**config.mk**
```make
export PLATFORM = sky130hd
export DESIGN_NAME = iseq_arbiter
export DESIGN_NICKNAME = d
export VERILOG_FILES = /design/src/rtl/iseq_arbiter.sv
export SDC_FILE = /design/constraint.sdc
export NUM_CORES = 1
export LEC_CHECK = 0
export BUFFER_PORTS_ARGS = -buffer_cell sky130_fd_sc_hd__buf_2
export CAP_MARGIN = 20
export CORE_MARGIN = 1
export CORE_UTILIZATION = 40
export DETAILED_ROUTE_END_ITERATION = 10
export PLACE_DENSITY = 0.81
export SLEW_MARGIN = 40
export SYNTH_ARGS = -nofsm -noshare
export SYNTH_HDL_FRONTEND = slang
export SYNTH_SLANG_ARGS = --single-unit
```
**constraint.sdc**
```tcl
create_clock -name clk -period 2.1 [get_ports clk]
set_clock_uncertainty 0.15 [all_clocks]
set_input_delay 0 -clock clk [delete_from_list [all_inputs] [get_ports clk]]
set_output_delay 0 -clock clk [all_outputs]
set_load 0.02 [all_outputs]
```
**src/rtl/iseq_arbiter.sv**
```systemverilog
// ============================================================================
// Module      : iseq_arbiter
// Description : Two-port round-robin arbiter that hands the controller command
//               interface to one requester for a whole instruction sequence.
// Revision    : 1.0 - initial release
// ============================================================================
`default_nettype none

module iseq_arbiter #(
  parameter logic [3:0] OPC_END       = 4'b0000,
  parameter int         START_TIMEOUT = 16,
  parameter int         CNT_WIDTH     = 16
) (
  input  logic                 clk,
  input  logic                 rst_n,
  input  logic                 m0_en,
  input  logic [31:0]          m0_instr,
  output logic                 m0_ack,
  input  logic                 m1_en,
  input  logic [31:0]          m1_instr,
  output logic                 m1_ack,
  output logic                 app_en,
  output logic [31:0]          app_instr,
  input  logic                 app_ack,
  input  logic                 iq_full,
  input  logic                 processing_iseq,
  output logic [1:0]           grant,
  output logic [1:0]           seq_done,
  output logic [CNT_WIDTH-1:0] seq_cnt0,
  output logic [CNT_WIDTH-1:0] seq_cnt1,
  output logic                 start_timeout_err
);

  localparam int                c_TMO_W    = (START_TIMEOUT < 1) ? 1 : $clog2(START_TIMEOUT + 1);
  localparam logic [c_TMO_W-1:0] c_TMO_LOAD = c_TMO_W'(START_TIMEOUT);
  localparam logic [c_TMO_W-1:0] c_TMO_ONE  = c_TMO_W'(1);
  localparam logic [CNT_WIDTH-1:0] c_CNT_ONE = CNT_WIDTH'(1);

  typedef enum logic [2:0] {
    S_IDLE       = 3'd0,
    S_GRANT0     = 3'd1,
    S_GRANT1     = 3'd2,
    S_WAIT_START = 3'd3,
    S_WAIT_DONE  = 3'd4
  } state_t;

  state_t               r_state;
  state_t               w_state_nxt;
  logic                 r_last_served;
  logic [c_TMO_W-1:0]   r_tmo;
  logic [1:0]           r_grant;
  logic [1:0]           r_seq_done;
  logic [CNT_WIDTH-1:0] r_cnt0;
  logic [CNT_WIDTH-1:0] r_cnt1;
  logic                 r_err;

  logic                 w_app_en;
  logic [31:0]          w_app_instr;
  logic                 w_m0_ack;
  logic                 w_m1_ack;
  logic                 w_xfer_end;
  logic                 w_tmo_fire;
  logic                 w_complete;

  always_comb begin
    w_state_nxt = r_state;
    w_app_en    = 1'b0;
    w_app_instr = 32'h0;
    w_m0_ack    = 1'b0;
    w_m1_ack    = 1'b0;
    w_xfer_end  = 1'b0;
    w_tmo_fire  = 1'b0;
    w_complete  = 1'b0;

    case (r_state)
      S_IDLE: begin
        // A controller-internal sequence blocks new grants entirely.
        if (!processing_iseq) begin
          if (m0_en && m1_en) begin
            w_state_nxt = r_last_served ? S_GRANT0 : S_GRANT1;
          end else if (m0_en) begin
            w_state_nxt = S_GRANT0;
          end else if (m1_en) begin
            w_state_nxt = S_GRANT1;
          end
        end
      end

      S_GRANT0: begin
        w_app_en    = m0_en & ~iq_full;
        w_app_instr = w_app_en ? m0_instr : 32'h0;
        w_m0_ack    = app_ack & w_app_en;
        if (w_m0_ack && (m0_instr[31:28] == OPC_END)) begin
          w_xfer_end  = 1'b1;
          w_state_nxt = S_WAIT_START;
        end
      end

      S_GRANT1: begin
        w_app_en    = m1_en & ~iq_full;
        w_app_instr = w_app_en ? m1_instr : 32'h0;
        w_m1_ack    = app_ack & w_app_en;
        if (w_m1_ack && (m1_instr[31:28] == OPC_END)) begin
          w_xfer_end  = 1'b1;
          w_state_nxt = S_WAIT_START;
        end
      end

      S_WAIT_START: begin
        if (processing_iseq) begin
          w_state_nxt = S_WAIT_DONE;
        end else if (r_tmo <= c_TMO_ONE) begin
          w_tmo_fire  = 1'b1;
          w_complete  = 1'b1;
          w_state_nxt = S_IDLE;
        end
      end

      S_WAIT_DONE: begin
        if (!processing_iseq) begin
          w_complete  = 1'b1;
          w_state_nxt = S_IDLE;
        end
      end

      default: begin
        w_state_nxt = S_IDLE;
      end
    endcase
  end

  always_ff @(posedge clk) begin
    if (!rst_n) begin
      r_state       <= S_IDLE;
      r_last_served <= 1'b1;
      r_tmo         <= '0;
      r_grant       <= 2'b00;
      r_seq_done    <= 2'b00;
      r_cnt0        <= '0;
      r_cnt1        <= '0;
      r_err         <= 1'b0;
    end else begin
      r_state    <= w_state_nxt;
      r_grant    <= {w_state_nxt == S_GRANT1, w_state_nxt == S_GRANT0};
      r_seq_done <= 2'b00;

      if (w_xfer_end) begin
        r_last_served <= (r_state == S_GRANT1);
        r_tmo         <= c_TMO_LOAD;
      end else if (r_state == S_WAIT_START) begin
        r_tmo <= (w_state_nxt == S_WAIT_START) ? (r_tmo - c_TMO_ONE) : '0;
      end

      if (w_tmo_fire) begin
        r_err <= 1'b1;
      end

      if (w_complete) begin
        if (r_last_served) begin
          r_seq_done <= 2'b10;
          r_cnt1     <= r_cnt1 + c_CNT_ONE;
        end else begin
          r_seq_done <= 2'b01;
          r_cnt0     <= r_cnt0 + c_CNT_ONE;
        end
      end
    end
  end

  assign app_en            = w_app_en;
  assign app_instr         = w_app_instr;
  assign m0_ack            = w_m0_ack;
  assign m1_ack            = w_m1_ack;
  assign grant             = r_grant;
  assign seq_done          = r_seq_done;
  assign seq_cnt0          = r_cnt0;
  assign seq_cnt1          = r_cnt1;
  assign start_timeout_err = r_err;

endmodule

`default_nettype wire

```
==> results.md <==
| Quantity | Reported | Unit |
|:---|:---|:---|
| Run status | complete, but fails checks | - |
| Violations in the final reports | setup timing | - |
| Full die area | 6860 | um2 |
| Total power divided by cell area | 458 | nW/um2 |
| Starting Density | 41.4 | % |
| Crit path launch type | register | - |
| Final setup slack of the worst path | -74.6 | ps |
| Pleak | 1.87 | nW |
| Clock buffer count from CTS | 5 | - |
| Capturing element type of the critical path | register | - |
| Crit-path max cell delay | 500 | ps |
| Count of max-cap constraint violations | 0 | - |
| Non-filler instance count after layout | 558 | - |
| First DRT Iteration DRCs | 175 | - |
| Post-Place Setup Slack | -140 | ps |
| Clock latency of the later-clocked register in the worst-skew pair | 300 | ps |
| Final period utilization | 104 | % |
| Post-Route Hold Slack | 46.1 | ps |
| Max stage delay cell, worst path | or4_1 | - |
| Final-report max-slew violation count | 0 | - |
| Clk sink count | 46 | - |
| Global-route wire length before repair | 13000 | um |
| Area share of the largest cell type after synthesis | 35.3 | % |
| Cell Area, Synth | 2610 | um2 |
| Highest achievable clock rate | 0.460 | GHz |
| WP depth | 7 | - |
| Dominant synthesized flop cell | dfxtp_1 | - |
| Synth warnings | 0 | - |
| Pin count of the biggest net entering global routing | 34 | - |
| Hold Fails Final Rpt | 0 | - |
| Synth Net Count | 384 | - |
| Number of fill cells in the layout | 546 | - |
| Total of endpoints with negative setup slack in the final report | 5 | - |
| Clock Path Buffers | 2 | - |
| Reg-to-reg startpoint | r_tmo[1] | - |
| Routed wire length | 9130 | um |
| Relative area change from synthesis to final layout | 51.9 | % |
| Maximum level of the CTS H-tree | 2 | - |
| Placed Cells | 539 | - |
| NumNets Final | 555 | - |
| Unrepaired setup endpoints after global routing | true | - |
| Library cell with the largest summed area after synthesis | dfxtp_1 | - |
| Ant. Diodes | 0 | - |
| Sequential share of the synthesized area | 35.3 | % |
| Maximum VDD drop | 0.000537 | V |
| Post-detailed-route via-to-cell ratio | 5.50 | - |
| Worst hold-check path type | input port to register | - |
| Synth area leaders | dfxtp_1 (35%), a22o_1 (11%), xnor2_1 (5.7%) | - |
| Clock root buffer | clkbuf_8 | - |
| Utilization after layout | 62.8 | % |
| Total iterations of the first detailed-routing run | 4 | - |
| Depth of the worst hold-timing path | 5 | - |
| Placeable core region | 6310 | um2 |
| Vias in the first global route | 2703 | - |
| Floorplan die height | 82.8 | um |
| Family with the most delay on the worst path | simple AND/OR/NAND/NOR gates | - |
| Aggregate negative setup slack | -181 | ps |
| Arr. time, crit path | 2250 | ps |
| Synth async-reset ratio | 0 | % |
| Overall routing resource usage | 25.3 | % |
| Post-synthesis register bit count | 46 | - |
| Kind of critical path | register to register | - |
| Quantity of I/O buffers inserted on ports | 142 | - |
| Time the worst path needs with I/O delays and setup | 2170 | ps |
| Mapped Cells | 309 | - |
| Critical Path, Cell by Cell | inv_2 -> ha_4 -> o21ba_4 -> o31a_4 -> nand4bb_4 -> or4_1 -> a21oi_1 | - |
| Required time worst endpoint | 2180 | ps |
| Std cell rows | 29 | - |
| R2R cell count | 7 | - |
| Width of the die | 82.8 | um |
| Post-detailed-route wirelength per cell | 16.4 | um |
| Number of antenna-violating nets in the routed design | 0 | - |
| Post-route DRC | 0 | - |
| Worst Hold Launch | m0_instr[30] | - |
| Final weighted congestion of routability-driven global placement | 0.891 | - |
| Critical path startpoint | r_tmo[1] | - |
| Mean Syn Cell Area | 8.45 | um2 |
| Grt total ovfl | 0 | - |
| Transition time at the pin with the least slew margin | 380 | ps |
| Worst path bufs/invs | 1 | - |
| Share of final-layout standard cells stronger than drive strength 1 | 44.9 | % |
| Number of antenna violations at the first check in global routing | 0 | - |
| Estimated wirelength of the detail-placed design | 6630 | um |
| Total number of vias | 3068 | - |
| Worst-case headroom to the max-slew limit | 74.0 | % |
| CTS tree | done | - |
| Maximum fanout encountered on the critical timing path | 4 | - |
| I/O pins | 143 | - |
| Worst-path clk slew | 90 | ps |
| Number of enable flip-flop cells after synthesis | 0 | - |
| Library cells used by synthesis | 50 | - |
[layout make-up]
cell class	count	area, um2	area share, %
clock buffers	6	72.6	1.83
multi-input cells	234	1710	43.1
repair buffers	185	1090	27.6
flip-flops and latches	46	926	23.3
well taps	77	96.3	2.43
inverters	8	30.0	0.757
clock inverters	2	37.5	0.946
[synthesized netlist by cell type, types with 2 or more instances]
cell type	n
dfxtp_1	46
a22o_1	32
nor2_1	30
nand2_1	21
clkbuf_1	17
xnor2_1	17
nand3_1	14
nand4_1	11
a21oi_1	9
and3_1	8
inv_1	8
nor3_1	8
nor4_1	8
o21ai_0	8
nor4b_1	7
xor2_1	7
and2_1	5
nor3b_1	5
ha_1	4
or3_1	4
o31ai_1	3
buf_1	2
buf_2	2
mux2i_1	2
nand2b_1	2
nand3b_1	2
nand4bb_1	2
nor4bb_1	2
or4_1	2
[kinds of logic (layout without fill, tap and decap cells)]
logic type	count (synthesis)	count (layout)	synth area share, %
AO/OA/AOI/OAI	63	63	18.7
XOR/XNOR	24	24	8.05
adder cells (fa/ha/maj)	4	4	1.92
buffers and inverters	29	201	4.26
flip-flops	46	46	35.3
multiplexers	3	3	1.20
AND/OR/NAND/NOR	140	140	30.6
[state kept, by name (all words and copies together) (netlist names)]
signal and cells:
grant 2, seq_done 2, r_last_served 1, r_state 3
seq_cnt1 16, start_timeout_err 1, seq_cnt0 16, r_tmo 5
[tightest hold or removal path, cell delays in order]
cell and delay (ps):
buf_2 90, nor4_1 40, buf_4 130, nand2_1 70
a41oi_1 100
[power breakdown]
part | internal, W | leakage [nW] | switching [W]
clock network | 0.000355 | 0.0514 | 0.000307
logic | 0.000128 | 1.44 | 0.000143
registers | 0.000879 | 0.372 | 0.00000540
[stage by stage]
| stage | power, W | cell area (um2) |
|---|---|---|
| 2_1_floorplan | 0.00102 | 2620 |
| 3_3_place_gp | 0.00115 | 3580 |
| 3_5_place_dp | 0.00115 | 3580 |
| 4_1_cts | 0.00181 | 3790 |
| 5_1_grt | 0.00188 | 3970 |
| 6_report | 0.00182 | 3970 |
[per-layer routing]
| metal | share of wire, % | GRT usage, % |
|---|---|---|
| met2 | 51 | 43.8 |
| met1 | 38 | 29.3 |
| met4 | 3.9 | 11.0 |
| met5 | 0 | 0 |
| met3 | 7.4 | 6.34 |
[repair_timing]
item / CTS / global route
buffers inserted: 3 / 4
hold buffers: 3 / 0
hold endpoints to repair: 9 / 0
gates cloned: 0 / 1
setup endpoints to repair: 45 / 54
pin swaps: 3 / 5
resized for setup: 12 / 22
[layout by cell type (no fill, tap or decap), drive strengths merged, types with 5 or more instances in the layout]
cell type / netlist / final
nand2: 21 / 21
inv: 8 / 8
nor3: 8 / 8
or3: 5 / 5
dfxtp: 46 / 46
nor2: 30 / 30
xor2: 7 / 7
nand4: 11 / 11
and2: 5 / 5
xnor2: 17 / 17
o21ai: 8 / 8
nor4: 8 / 8
nor3b: 5 / 5
a22o: 32 / 32
a21oi: 9 / 9
buf: 4 / 181
and3: 8 / 8
nor4b: 8 / 8
nand3: 14 / 14
clkbuf: 17 / 7
[path summary, 6_finish.rpt]
check / slack (ps) / to
worst max register to register: -70 / seq_cnt1[13]
worst min register to register: 300 / start_timeout_err
worst max-delay path: -70 / seq_cnt1[13]
worst min-delay path: 50 / r_tmo[4]
Power figures use the tool's default switching activity.
